$ cat config.mk
export PLATFORM = sky130hd
export DESIGN_NAME = dither_level_meter
export DESIGN_NICKNAME = d
export VERILOG_FILES = /design/src/rtl/dither_level_meter.sv
export SDC_FILE = /design/constraint.sdc
export NUM_CORES = 1
export LEC_CHECK = 0
export ABC_AREA = 0
export CELL_PAD_IN_SITES_DETAIL_PLACEMENT = 0
export CELL_PAD_IN_SITES_GLOBAL_PLACEMENT = 1
export CORE_MARGIN = 2
export CORE_UTILIZATION = 40
export DETAILED_ROUTE_END_ITERATION = 16
export GPL_ROUTABILITY_DRIVEN = 0
export PLACE_DENSITY_LB_ADDON = 0.1
export SYNTH_ARGS = -nofsm -noshare
export SYNTH_HDL_FRONTEND = slang
export SYNTH_SLANG_ARGS = --single-unit
$ cat constraint.sdc
create_clock -name clk -period 2.2 [get_ports clk]
set_clock_uncertainty 0.1 [all_clocks]
set_input_delay 0.44 -clock clk [delete_from_list [all_inputs] [get_ports clk]]
set_output_delay 0.44 -clock clk [all_outputs]
set_load 0.005 [all_outputs]
$ cat src/rtl/dither_level_meter.sv
// dither_level_meter
//
// Recovers the 7-bit gradient level behind a stream of 1-bit dithered pixels.
// It counts the lit pixels inside a fixed 2^LOG2_W x 2^LOG2_H window of one
// frame and scales that count to a 0..127 level.
//
// Ports:
//   clk         system clock
//   reset       asynchronous, active-high reset
//   arm         one-cycle request to measure the next frame (ignored if CONTINUOUS=1)
//   pix_valid   pixel strobe; pix/sof/eol are sampled only when high
//   pix         dithered pixel value
//   sof         this pixel is (0,0) of a frame
//   eol         this pixel is the last of its line
//   busy        high while waiting for a frame or accumulating
//   level       last measured level, held until the next result
//   level_valid one-cycle pulse when level/ones update
//   ones        raw lit-pixel count of the last measurement
module dither_level_meter #(
  parameter int WIN_X0     = 0,
  parameter int WIN_Y0     = 0,
  parameter int LOG2_W     = 4,
  parameter int LOG2_H     = 3,
  parameter int CONTINUOUS = 0
) (
  input  logic                     clk,
  input  logic                     reset,
  input  logic                     arm,
  input  logic                     pix_valid,
  input  logic                     pix,
  input  logic                     sof,
  input  logic                     eol,
  output logic                     busy,
  output logic [6:0]               level,
  output logic                     level_valid,
  output logic [LOG2_W+LOG2_H:0]   ones
);

  localparam int CW    = LOG2_W + LOG2_H + 1;
  localparam int SHIFT = LOG2_W + LOG2_H - 7;

  // 11-bit window bounds so the comparison never wraps at the 10-bit limit
  localparam logic [10:0] X_LO   = 11'(WIN_X0);
  localparam logic [10:0] X_LAST = 11'(WIN_X0 + (1 << LOG2_W) - 1);
  localparam logic [10:0] Y_LO   = 11'(WIN_Y0);
  localparam logic [10:0] Y_LAST = 11'(WIN_Y0 + (1 << LOG2_H) - 1);

  typedef enum logic [1:0] {
    S_IDLE,
    S_ARMED,
    S_ACCUM,
    S_DONE
  } state_t;

  localparam state_t RESET_STATE = (CONTINUOUS != 0) ? S_ARMED : S_IDLE;

  state_t          state_q, state_d;
  logic [9:0]      x_q, x_d;
  logic [9:0]      y_q, y_d;
  logic [CW-1:0]   acc_q, acc_d;
  logic [6:0]      level_q, level_d;
  logic [CW-1:0]   ones_q, ones_d;

  logic [9:0]      cur_x, cur_y;
  logic            in_win, last_pix, finish;
  logic [CW-1:0]   pix_ext, scaled;

  // sof overrides the tracked position: that pixel is (0,0) by definition
  always_comb begin
    cur_x    = sof ? 10'd0 : x_q;
    cur_y    = sof ? 10'd0 : y_q;
    in_win   = ({1'b0, cur_x} >= X_LO) && ({1'b0, cur_x} <= X_LAST) &&
               ({1'b0, cur_y} >= Y_LO) && ({1'b0, cur_y} <= Y_LAST);
    last_pix = ({1'b0, cur_x} == X_LAST) && ({1'b0, cur_y} == Y_LAST);
    pix_ext  = {{(CW-1){1'b0}}, pix};
  end

  // Position tracking; the 10-bit counters simply wrap
  always_comb begin
    x_d = x_q;
    y_d = y_q;
    if (pix_valid) begin
      if (eol) begin
        x_d = 10'd0;
        y_d = cur_y + 10'd1;
      end else begin
        x_d = cur_x + 10'd1;
        y_d = cur_y;
      end
    end
  end

  // Measurement FSM. The result registers load on the edge that accepts the
  // final window pixel, so they are already valid in the DONE cycle.
  always_comb begin
    state_d = state_q;
    acc_d   = acc_q;
    level_d = level_q;
    ones_d  = ones_q;
    finish  = 1'b0;
    scaled  = '0;
    case (state_q)
      S_IDLE: begin
        if (arm) state_d = S_ARMED;
      end
      S_ARMED: begin
        if (pix_valid && sof) begin
          state_d = S_ACCUM;
          acc_d   = in_win ? pix_ext : '0;
        end
      end
      S_ACCUM: begin
        if (pix_valid) begin
          if (sof) begin
            // Frame ended early: drop the partial count and restart here
            acc_d = in_win ? pix_ext : '0;
          end else if (in_win) begin
            acc_d = acc_q + pix_ext;
            if (last_pix) begin
              state_d = S_DONE;
              finish  = 1'b1;
            end
          end
        end
      end
      S_DONE: begin
        state_d = ((CONTINUOUS != 0) || arm) ? S_ARMED : S_IDLE;
      end
      default: state_d = RESET_STATE;
    endcase
    if (finish) begin
      // A fully lit window scales to 128; clamp it to 127
      scaled  = acc_d >> SHIFT;
      ones_d  = acc_d;
      level_d = (scaled > CW'(127)) ? 7'd127 : scaled[6:0];
    end
  end

  always_ff @(posedge clk or posedge reset) begin
    if (reset) begin
      state_q <= RESET_STATE;
      x_q     <= '0;
      y_q     <= '0;
      acc_q   <= '0;
      level_q <= '0;
      ones_q  <= '0;
    end else begin
      state_q <= state_d;
      x_q     <= x_d;
      y_q     <= y_d;
      acc_q   <= acc_d;
      level_q <= level_d;
      ones_q  <= ones_d;
    end
  end

  assign busy        = (state_q == S_ARMED) || (state_q == S_ACCUM);
  assign level_valid = (state_q == S_DONE);
  assign level       = level_q;
  assign ones        = ones_q;

endmodule

* Word-level counts from Yosys, hierarchy flattened
Cells that the tools add are included.
** Word-level totals
- Flip-flop bits (word level) :: 45
- Input bits :: 7
- Output and inout bits :: 17
** Cells by class
- Add/subtract/negate cells :: 3
- Magnitude comparators :: 3
- Eq/ne operators :: 11
- Mux-type cells :: 24
- Reduce and logical (&&, ||, !) cells :: 6
** Operator list (count)
- 10-bit 2-to-1 mux :: 4
- 8-bit 2-to-1 mux :: 4
- 10-bit by 1-bit adder with 10-bit output (second input constant) :: 2
- 8-bit one-hot mux with 2 select lines :: 1
- 2-bit 2-to-1 mux :: 6
- 2-bit != test (second input constant) :: 6
- 10-bit by 3-bit == test with 1-bit output (second input constant) :: 1
- 10-bit by 4-bit == test with 1-bit output (second input constant) :: 1
- 10-bit by 3-bit less-or-equal comparator with 1-bit output (second input constant) :: 1
- 10-bit by 4-bit less-or-equal comparator with 1-bit output (second input constant) :: 1
- 8-bit by 1-bit adder with 8-bit output :: 1
- 8-bit by 7-bit > comparator with 1-bit output (second input constant) :: 1
- 2-bit one-hot mux with 4 select lines :: 1
- 1-bit 2-to-1 mux :: 7
- 7-bit 2-to-1 mux :: 1
- 6-bit AND reduction :: 1
- 2-bit == test (second input constant) :: 2
- 1-bit logical AND :: 3
- 2-bit by 1-bit == test with 1-bit output (second input constant) :: 1
- 2-bit logical NOT :: 1
- 1-bit logical OR :: 1

* Logic depth before layout (Yosys ltp)
Gate-level depths: netlist of the first run.
- Depth in word-level cells :: 9
- Gate-level depth with buffers :: 10

* Worst setup path before layout of the first run
Ideal clock, no wire load.
- Path type :: in2reg
- Start point :: in sof
- End point :: reg ones_q[0] (netlist: ones[0])
- Setup time :: 125 ps
- Data arrival time :: 2484 ps
- Path slack :: -508 ps
- Stages :: 8
- Cell sequence :: clkbuf_1 clkbuf_1 clkbuf_1 nor2b_1 ha_1 nand3_1 nor4_4 mux2_2
** On the way
- Word-level cells in the longest chain between the ends :: 8
- Elaborated cells between the ends (all ways) :: 20
- Classes of those cells :: order compare (2); eq/ne (2); mux (13); reduce/logical (3)
** RTL lines
- start: declaration :: line 31 : input logic sof,
- parallel branches: the longest is 8 deep, another holds 10-bit by 4-bit less-or-equal comparator with 1-bit output
- end signal: assignment :: line 153 : ones_q <= ones_d;
- end: declaration :: line 62 : logic [CW-1:0] ones_q, ones_d;
Parallel ways; which one is timed is not known.
A chain may end at the register's enable or synchronous reset.

* Worst setup path after layout of the first run
- Start point :: in pix_valid
- End point :: reg ones_q[0] (netlist: ones[0])
** On the way
- Word-level cells in the longest chain between the ends :: 3
- Elaborated cells between the ends (all ways) :: 6
- Classes of those cells :: mux (5); reduce/logical (1)
** RTL lines
- start: declaration :: line 29 : input logic pix_valid,
- 1-bit logical AND :: line 107 : if (pix_valid && sof) begin
- 8-bit 2-to-1 mux :: line 107
- 8-bit one-hot mux with 2 select lines :: line 102 : case (state_q)
Parallel ways exist; a longest one is shown, timed or not.

==> results.md, run 1 <==
- Setup Crit Path Kind: input port to flop
- Clock slew at reported path FFs: about 0.1 ns
- Reg2reg start: x_q[4]
- Post-synthesis sequential area ratio: between 40% and 50%
- Leak: 1.64 nW
- PortBufs: 23
- Syn_nets: 279
- FF-to-FF End: ones[0]
- DP Area: 0.00336 mm2
- Antenna-violating nets left: 0
- Post-synth ARST share: 100%
- Fin. Hold Viols: 0
- Setup ws final: 0.0694 ns
- CTS buffer count: 5
- PD cells: 693 mW/mm2
- Run status: complete, no violations
- Yosys top cell area share: 43.4%
- Initial Util: 41.1%
- Clk root buf: clkbuf_8
- Initial antenna violation count: 0
- First drt pass iteration count: 4
- Synthesized area: ~0.0026 mm2
- Design Area, Final: 0.00358 mm2
- Nets: 361
- Final period util: 96.8%
- Finished Core Util: 56.7%
- Max cap viols: 0
- Share of post-route cells with drive strength above 1: between 30% and 40%
- Global-route wire length before repair: 11.2 mm
- Detailed-route wire length per cell: about 15 um
- Maximum clock insertion buffer count: 2
- VDD IR max: 549 uV
- R2r setup slk: 0.07 ns
- Post-Syn Instances: 263
- Fill cells: 599
- DRT iter0 DRCs: 163
- FP Rows: 29
- Worst Path Required: roughly 2.3 ns
- Commonest cells post-synth: 45 x dfrtp_1, 27 x nand2_1, 16 x inv_1, 16 x nor2_1, 14 x o21ai_0
- Main synth FF type: dfrtp_1
- Pins over their slew limit: 0
- ANT cells: 0
- P&R area growth vs syn: 38.0%
- CP bufs+invs: 3
- H-tree depth: 2
- Vias in the first global route: 2231
- Max stage delay on crit path: 0.61 ns
- Critical path capture point type: flop
- Synthesis Warnings: 0
- I/O Pins: 24
- Die H: 84.5 um
- F_max: ~470 MHz
- Post-synth EDFFs: 0
- Core box area: 0.00631 mm2
- Post-synthesis average cell area: between 9 and 10 um2
- Global-route usage over all layers: 19.6%
- Die Wd: 84.5 um
- Synth cell types: 50
- Crit path cell chain: clkdlybuf4s50_1 > and2b_2 > nand2_1 > nor4_4 > buf_4 > clkbuf_16 > mux2_4
- Top cell type by total area after synthesis: dfrtp_1
- CP arrival: 2.24 ns
- Synthesized flop and latch total: 45
- CTS tree: built
- Synth top area cells: dfrtp_1 43%, ha_1 4.3%, nand2_1 3.9%, nor4_4 3.3%, o2bb2ai_1 3.0%
- Skew-Pair Late Insertion Delay: between 0.3 and 0.4 ns
- Die Footprint: 0.00715 mm2
- CP max-delay cell: clkdlybuf4s50_1
- DRC: 0
- Tot Pwr: 0.00248 W
- GRT overflow: 0
- Final WL: 6.54 mm
- Critical Path Source Type: input port
- Reg2Reg Depth: 7
- Slew HR: 73.9%
- RSZ-0062 raised after global routing: true
- Final hold slack: ~0.32 ns
- Most frequent cell after synthesis: dfrtp_1
- Min Clock Period, post-route: 2.13 ns
- Hpwl dp: approximately 4.8 mm
- CP Max Fanout: 6
- Hold crit path type: input port to async pin
- Routed vias: 2285
- Family with the most delay on the worst path: buffers and inverters
- Largest net degree at the start of global routing: 31
- Pre-CTS setup slack: -0.315 ns
- Setup violations, final: 0
- DR vias/cell: ~5.4
- Slew @ Worst Pin: 0.391 ns
- Clock sinks: 45
## area by class of cell
| type | instances | area (um2) | area share [%] |
|---|---|---|---|
| clock buffer | 5 | 68.8 | 1.92 |
| sequential | 45 | 1130 | 31.4 |
| inverter | 16 | 60.1 | 1.68 |
| clock inverter | 3 | 26.3 | 0.733 |
| tap | 77 | 96.3 | 2.69 |
| timing repair buffer | 87 | 771 | 21.5 |
| multi-input combinational | 190 | 1430 | 40.0 |
## placed cells by master (no fill, tap or decap), types with 3 or more instances in the layout
| cell type | n |
|---|---|
| nor4_4 | 4 |
| nor3_1 | 5 |
| xor2_1 | 3 |
| o2bb2ai_1 | 9 |
| mux2i_1 | 5 |
| mux2_4 | 5 |
| a21oi_1 | 8 |
| and2_1 | 4 |
| nand4b_1 | 6 |
| dlymetal6s2s_1 | 4 |
| dfrtp_1 | 45 |
| nor2b_2 | 3 |
| and4_1 | 3 |
| and3_1 | 5 |
| o21ai_0 | 12 |
| o31ai_1 | 4 |
| nand2_1 | 26 |
| a31oi_1 | 4 |
| clkbuf_8 | 5 |
| inv_2 | 3 |
| a41oi_1 | 4 |
| nor4_1 | 3 |
| nand4_1 | 4 |
| nand3_1 | 5 |
| clkdlybuf4s50_1 | 19 |
| ha_2 | 4 |
| o22a_1 | 5 |
| inv_1 | 13 |
| o22ai_1 | 4 |
| ha_1 | 4 |
| nor2_1 | 15 |
| buf_4 | 59 |
## worst register-to-register path, delay by kind of cell, from the launching register on
kind / cells / cell delay (ns)
and+or+nand+nor: 3 / 0.72
buffers and inverters: 3 / 0.50
DFF: 1 / 0.42
muxes: 1 / 0.29
## kinds of logic after synthesis
kind of cell | share of synthesized area (%)
AO/OA/AOI/OAI | 17.9
XOR/XNOR | 1.69
adder cells (fa/ha/maj) | 4.34
buffers and inverters | 4.87
flip-flops | 43.4
multiplexers | 4.10
AND/OR/NAND/NOR | 23.7
## power by group
group / internal [W] / switching, W / total [W]
sequential: 0.000866 / 0.0000397 / 0.000906
clock: 0.000232 / 0.000312 / 0.000544
combinational: 0.000504 / 0.000528 / 0.00103
total: 0.00160 / 0.000880 / 0.00248
## state kept, by name (all words and copies together) (netlist names)
register,flops
acc_q,8
level,7
ones,8
state_q,2
x_q,10
y_q,10
## repair_timing
action / 4_1_cts / 5_1_grt
endpoints found under the setup margin: 1 / 22
hold buffers: 0 / 0
gates cloned: 0 / 1
buffers inserted: 3 / 2
resized for setup: 4 / 18
pin swaps: 1 / 1
## through the flow
step           setup TNS, ns  std cells
2_1_floorplan          -3.00        263
3_3_place_gp           -5.87        409
3_5_place_dp           -6.51        409
4_1_cts                    0        420
5_1_grt            -0.000419        423
6_report                   0        423
## worst max path at each step
stage                     startpoint       end  depth (start not counted)
final                      pix_valid   ones[0]                          7
after global routing          x_q[4]   ones[4]                          7
after CTS                 state_q[0]      busy                          4
after detailed placement         sof  level[4]                          9
after global placement           sof   ones[0]                          8
after floorplan                  sof  level[0]                          9
## metal layers
metal,track usage (%),vias up,share of wire (%)
met5,0,-,0
met4,5.63,0,1.4
met3,3.24,8,2.8
met2,27.8,45,42
met1,30.8,1097,54
li1,-,1135,-
Power figures use the tool's default switching activity.
==> run 2, diff against run 1 <==
--- a/config.mk
+++ b/config.mk
@@ -13,6 +13,7 @@
 export DETAILED_ROUTE_END_ITERATION = 16
 export GPL_ROUTABILITY_DRIVEN = 0
 export PLACE_DENSITY_LB_ADDON = 0.1
+export SKIP_LAST_GASP = 1
 export SYNTH_ARGS = -nofsm -noshare
 export SYNTH_HDL_FRONTEND = slang
 export SYNTH_SLANG_ARGS = --single-unit
==> run 2 against run 1 <==
  * Power hardly changed
  * Register-to-register slack is essentially flat
  * Sequential cell count is the same
  * Die area did not move
  * Core utilization shrank 0.059 points
  * Combinational power hardly changed
  * Routed wire length about the same
  * Critical path depth unchanged
  * Sequential power barely moved
  * Fmax hardly changed
  * Hold slack barely moved
  * First-iteration DRC count did not move
==> results.md, run 2 (same netlist as run 1, synthesis figures left out) <==
- Cell Count, Final, Fillers Out: 423 (unchanged)
- Setup ws final: 0.0693 ns (-0.0000690 ns)
- I/O Pins: 24 (unchanged)
- Pre-CTS setup slack: -0.315 ns (unchanged)
- FP Rows: 29 (unchanged)
- Hold-fix buffers at CTS: 0 (unchanged)
- RSZ-0062 raised after global routing: true
- Min Clock Period, post-route: 2.13 ns (+0.0000690 ns)
- CP Max Fanout: 6 (unchanged)
- Routed wire length on met3: 191 um (+2.7%)
- CP arrival: 2.24 ns (about the same)
- Die Footprint: 0.00715 mm2 (unchanged)
- Clock slew at reported path FFs: 0.10 ns (about the same)
- Hold crit path type: input port to async pin
- GRT overflow: 0 (unchanged)
- Largest net degree at the start of global routing: 31 (unchanged)
- Slew @ Worst Pin: 0.391 ns (unchanged)
- H-tree depth: 2 (unchanged)
- Initial Util: 41.1% (unchanged)
- Core box area: 0.00631 mm2 (unchanged)
- Maximum clock insertion buffer count: 2 (unchanged)
- Skew-Pair Late Insertion Delay: 0.31 ns (about the same)
- First drt pass iteration count: 4 (unchanged)
- R2r setup slk: 0.07 ns (about the same)
- PD cells: 693 mW/mm2 (about the same)
- Worst Path Required: 2.31 ns (about the same)
- Global-route usage over all layers: 19.6% (unchanged)
- ANT cells: 0 (unchanged)
- Critical Path Source Type: input port
- Vias in the first global route: 2231 (unchanged)
- Run status: complete, no violations
- Antenna-violating nets left: 0 (unchanged)
- Global-route wire length before repair: 11.2 mm (unchanged)
- Most common cell after layout, fill and taps aside: buf_4
- Placed Cells: 409 (unchanged)
- Fin. Hold Viols: 0 (unchanged)
- Max cap viols: 0 (unchanged)
- Uppermost routed layer: met4
- Final period util: 96.9% (about the same)
- Nets: 361 (unchanged)
- Met2 Routed Length: 2.75 mm (about the same)
- DRT iter0 DRCs: 163 (unchanged)
- CP max-delay cell: clkdlybuf4s50_1
- Commonest non-fill, non-tap cells in the layout: 60 x buf_4, 45 x dfrtp_1, 26 x nand2_1
- Leak: 1.64 nW (about the same)
- Clock sinks: 45 (unchanged)
- P&R area growth vs syn: 37.9%
- Crit path cell chain: clkdlybuf4s50_1 > and2b_2 > nand2_1 > nor4_4 > buf_4 > clkbuf_16 > mux2_4
- Pins over their slew limit: 0 (unchanged)
- VDD IR max: 549 uV (about the same)
- Initial antenna violation count: 0 (unchanged)
- Final WL: 6.54 mm (about the same)
- CP bufs+invs: 3 (unchanged)
- Max stage delay on crit path: 0.61 ns (about the same)
- Setup violations, final: 0 (unchanged)
- Family with the most delay on the worst path: buffers and inverters
- M1 WL: 3.51 mm (-0.17%)
- DR vias/cell: 5.40 (unchanged)
- PortBufs: 23 (unchanged)
- Critical path capture point type: flop
- CTS buffer count: 5 (unchanged)
- Die Wd: 84.5 um (unchanged)
- Setup Crit Path Kind: input port to flop
- F_max: 469 MHz (about the same)
- CTS tree: built
- Slew HR: 73.9% (unchanged)
- Die H: 84.5 um (unchanged)
- Routed vias: 2285 (unchanged)
- Clk root buf: clkbuf_8
- Share of post-route cells with drive strength above 1: 30.6% (unchanged)
- Biggest regs: x_q (10), y_q (10)
- Detailed-route wire length per cell: 15.4 um (about the same)
- DRC: 0 (unchanged)
- Hpwl dp: 4.84 mm (unchanged)
run 2: cell counts in the layout (fill, tap and decap cells not counted):
No cell type changed its count.
run 2: per-layer routing:
layer | track usage [%] | up-vias
met4 | 5.63 | 0
met1 | 30.8 | 1095
met2 | 27.8 | 47
met5 | 0 | -
met3 | 3.24 | 8
li1 | - | 1135
run 2: metrics by stage:
stage / setup TNS [ns] / area (um2) / util, % / total power [W] / hold slack, ns
floorplan: -3.00 / 2670 / - / 0.00144 / 0.355
global placement: -5.87 / 3360 / 53.2 / 0.00187 / 0.396
detailed placement: -6.51 / 3360 / 53.2 / 0.00186 / 0.391
CTS: 0 / 3490 / 55.2 / 0.00249 / 0.338
global route: -0.0298 / 3580 / 56.7 / 0.00265 / 0.357
finish: 0 / 3580 / 56.7 / 0.00248 / 0.322
run 2: report_power, final:
group / internal [W] / switching [W] / leakage [nW] / total [W]
clock network: 0.000232 / 0.000312 / 0.0487 / 0.000544
registers: 0.000866 / 0.0000397 / 0.620 / 0.000906
logic: 0.000503 / 0.000528 / 0.973 / 0.00103
total: 0.00160 / 0.000879 / 1.64 / 0.00248
run 2: what timing repair did:
action | CTS | global route
cloned | 0 | 1
pin swaps | 1 | 1
buffers inserted | 3 | 2
endpoints found under the hold margin | 0 | 0
setup endpoints to repair | 1 | 22
resized for setup | 4 | 17
run 2: layout make-up:
cell class | count | area (um2)
Tap cell | 77 | 96.3
Clock inverter | 3 | 26.3
Sequential cell | 45 | 1130
Fill cell | 599 | 2740
Clock buffer | 5 | 68.8
Inverter | 16 | 60.1
Timing Repair Buffer | 87 | 767
Multi-Input combinational cell | 190 | 1430
run 2: path summary, 6_finish.rpt:
check / depth (start not counted) / to / from
worst max-delay path: 7 / ones[0] / pix_valid
worst min-delay path: 2 / level[5] / reset
worst min register to register: 2 / ones[7] / ones[7]
max in group asynchronous: 3 / state_q[0] / reset
min in group clk: 2 / ones[7] / ones[7]
worst max register to register: 7 / ones[0] / x_q[4]
==> run 3, diff against run 2 <==
--- a/config.mk
+++ b/config.mk
@@ -6,6 +6,7 @@
 export NUM_CORES = 1
 export LEC_CHECK = 0
 export ABC_AREA = 0
+export ABC_CLOCK_PERIOD_IN_PS = 2200
 export CELL_PAD_IN_SITES_DETAIL_PLACEMENT = 0
 export CELL_PAD_IN_SITES_GLOBAL_PLACEMENT = 1
 export CORE_MARGIN = 2
@@ -13,7 +14,9 @@
 export DETAILED_ROUTE_END_ITERATION = 16
 export GPL_ROUTABILITY_DRIVEN = 0
 export PLACE_DENSITY_LB_ADDON = 0.1
+export REMOVE_ABC_BUFFERS = 1
 export SKIP_LAST_GASP = 1
+export SLEW_MARGIN = 20
 export SYNTH_ARGS = -nofsm -noshare
 export SYNTH_HDL_FRONTEND = slang
 export SYNTH_SLANG_ARGS = --single-unit
==> run 3 against run 2 <==
  * Critical path depth unchanged
  * Sequential share of layout area grew 1.1 points
  * Sequential power about the same
  * Non-clock buffer count is 16 lower
  * Die area unchanged
  * Routed wire length shrank 2.5%
  * Hold slack improved by 0.039 ns
  * Design area shrank 3.3%
  * Critical path type unchanged
  * Largest power group unchanged
==> results.md, run 3 (same netlist as run 1, synthesis figures left out) <==
- Run status: complete, no violations
- Setup ws final: 0.0757 ns (+0.00646 ns)
- GRT overflow: 0 (unchanged)
- Fin. Hold Viols: 0 (unchanged)
- F_max: 471 MHz (+0.30%)
- PortBufs: 23 (unchanged)
- Initial Util: 41.1% (unchanged)
- Slew @ Worst Pin: 0.465 ns (+0.0733 ns)
- Final WL: 6.37 mm (-2.5%)
- Share of post-route cells with drive strength above 1: 26.1% (-4.6 points)
- Fill cells: 581 (-3.0%)
- Setup violations, final: 0 (unchanged)
- Slew HR: 68.6% (-5.3 points)
- CP arrival: 2.22 ns (-0.02 ns)
- Post-Route Setup TNS: 0 ns (unchanged)
- Global-route wire length before repair: 10.5 mm (-6.1%)
- CTS tree: built
- Min Clock Period, post-route: 2.12 ns (-0.00646 ns)
- Max stage delay on crit path: 0.50 ns (-0.11 ns)
- CP bufs+invs: 1 (-2)
- Setup Crit Path Kind: input port to flop
- DRC: 0 (unchanged)
- Clk root buf: clkbuf_8
- Largest net degree at the start of global routing: 27 (-13%)
- RSZ-0062 raised after global routing: true
- Part of the power in combinational logic: 38.5% (-3.1 points)
- CP Max Fanout: 4 (-2)
- Die Wd: 84.5 um (unchanged)
- Biggest regs: x_q (10), y_q (10)
- Max cap viols: 0 (unchanged)
- Clock share of power: 25.6% (+3.7 points)
- Routed vias: 2183 (-4.5%)
- Pint: 0.00167 W (+4.3%)
- DP Area: 0.00317 mm2 (-5.7%)
- Hpwl dp: 4.41 mm (-9.0%)
- Clock slew at reported path FFs: 0.09 ns (about the same)
- Die H: 84.5 um (unchanged)
- Family with the most delay on the worst path: compound AO/OA/AOI/OAI gates
- Design Area, Final: 0.00346 mm2 (-3.3%)
- Final period util: 96.6% (-0.29 points)
- DRT iter0 DRCs: 208 (+28%)
- CTS buffer count: 5 (unchanged)
- I/O Pins: 24 (unchanged)
- Sequential power share: 35.9% (-0.6 points)
- R2r setup slk: 0.10 ns (+0.03 ns)
- Critical Path Source Type: input port
- Global-route usage over all layers: 18.5% (-1.1 points)
- Antenna-violating nets left: 0 (unchanged)
- Worst Path Required: 2.30 ns (about the same)
- P&R area growth vs syn: 33.3%
- Leak: 1.52 nW (-7.3%)
- Nets: 345 (-4.4%)
- Switch Pwr: 0.000857 W (-2.6%)
- Hold crit path type: input port to async pin
- Vias in the first global route: 2051 (-8.1%)
- Crit path cell chain: clkdlybuf4s50_1 > ha_2 > and3_2 > a31oi_1 > o311ai_4 > and3_4 > a21oi_1
- Critical path capture point type: flop
- Skew-Pair Late Insertion Delay: 0.30 ns (about the same)
- Initial antenna violation count: 0 (unchanged)
- Clock sinks: 45 (unchanged)
- CP max-delay cell: clkdlybuf4s50_1
- DR vias/cell: 5.36 (-0.71%)
- Commonest non-fill, non-tap cells in the layout: 44 x dfrtp_1, 44 x buf_4, 27 x nand2_1
- Detailed-route wire length per cell: 15.7 um (+1.3%)
- Pre-CTS setup slack: -0.454 ns (-0.139 ns)
- Core box area: 0.00631 mm2 (unchanged)
- ANT cells: 0 (unchanged)
- H-tree depth: 2 (unchanged)
- Maximum clock insertion buffer count: 2 (unchanged)
- Sw Ratio: 33.9% (-1.5 points)
- FP Rows: 29 (unchanged)
- Pins over their slew limit: 0 (unchanged)
- Tot Pwr: 0.00253 W (+1.8%)
- Die Footprint: 0.00715 mm2 (unchanged)
- Finished Core Util: 54.8% (-1.9 points)
- VDD IR max: 432 uV (-21%)
- PD cells: 730 mW/mm2 (+5.3%)
- First drt pass iteration count: 4 (unchanged)
-- run 3: cell types whose count changed in the layout (fill, tap and decap cells not counted), moves of 2 or more --
cell and delta:
buf_4 -16, clkdlybuf4s50_1 +2, dlygate4sd2_1 +2, dlymetal6s2s_1 -4, ha_4 +2, mux2_2 +4, mux2_4 -4, nor2b_1 +2
nor2b_2 -2
-- run 3: metal layers --
layer	vias up	wire length, um	global-route usage (%)
li1	1104	-	-
met1	1031	3370	29.0
met2	43	2730	26.6
met3	5	205	2.95
met4	0	68	4.76
met5	-	0	0
-- run 3: power by group through the flow --
stage / registers, W / clock network [W] / logic [W]
final: 0.000906 / 0.000646 / 0.000974
after global routing: 0.000912 / 0.000701 / 0.00108
after CTS: 0.000907 / 0.000665 / 0.000922
after detailed placement: 0.000922 / 0 / 0.000848
after global placement: 0.000921 / 0 / 0.000855
after floorplan: 0.000917 / 0 / 0.000473
-- run 3: path summary, 6_finish.rpt --
path / start / end / cells past startpoint
min in group clk: y_q[0] / y_q[0] / 2
max in group asynchronous: reset / y_q[4] / 3
max: pix / level[2] / 7
min reg2reg: y_q[0] / y_q[0] / 2
min: reset / ones[5] / 2
max reg2reg: y_q[7] / level[2] / 5
-- run 3: repair_timing --
item                       4_1_cts  5_1_grt
buffers inserted                 4        5
gates resized for setup         11       14
pin swaps                        5       10
cloned                           1        0
setup endpoints to repair       18       16
hold buffers                     0        0
-- run 3: through the flow --
step | hold slack (ns) | cells
final | 0.361 | 407
after global routing | 0.409 | 407
after CTS | 0.379 | 402
after detailed placement | 0.377 | 389
after global placement | 0.382 | 389
after floorplan | 0.354 | 251
-- run 3: cell type report --
type / instances / area [um2] / share of cell area [%]
clock buffers: 5 / 68.8 / 1.99
clock inverters: 3 / 46.3 / 1.34
inverters: 16 / 60.1 / 1.74
multi-input cells: 190 / 1430 / 41.2
flip-flops and latches: 45 / 1130 / 32.6
well taps: 77 / 96.3 / 2.78
repair buffers: 71 / 634 / 18.3
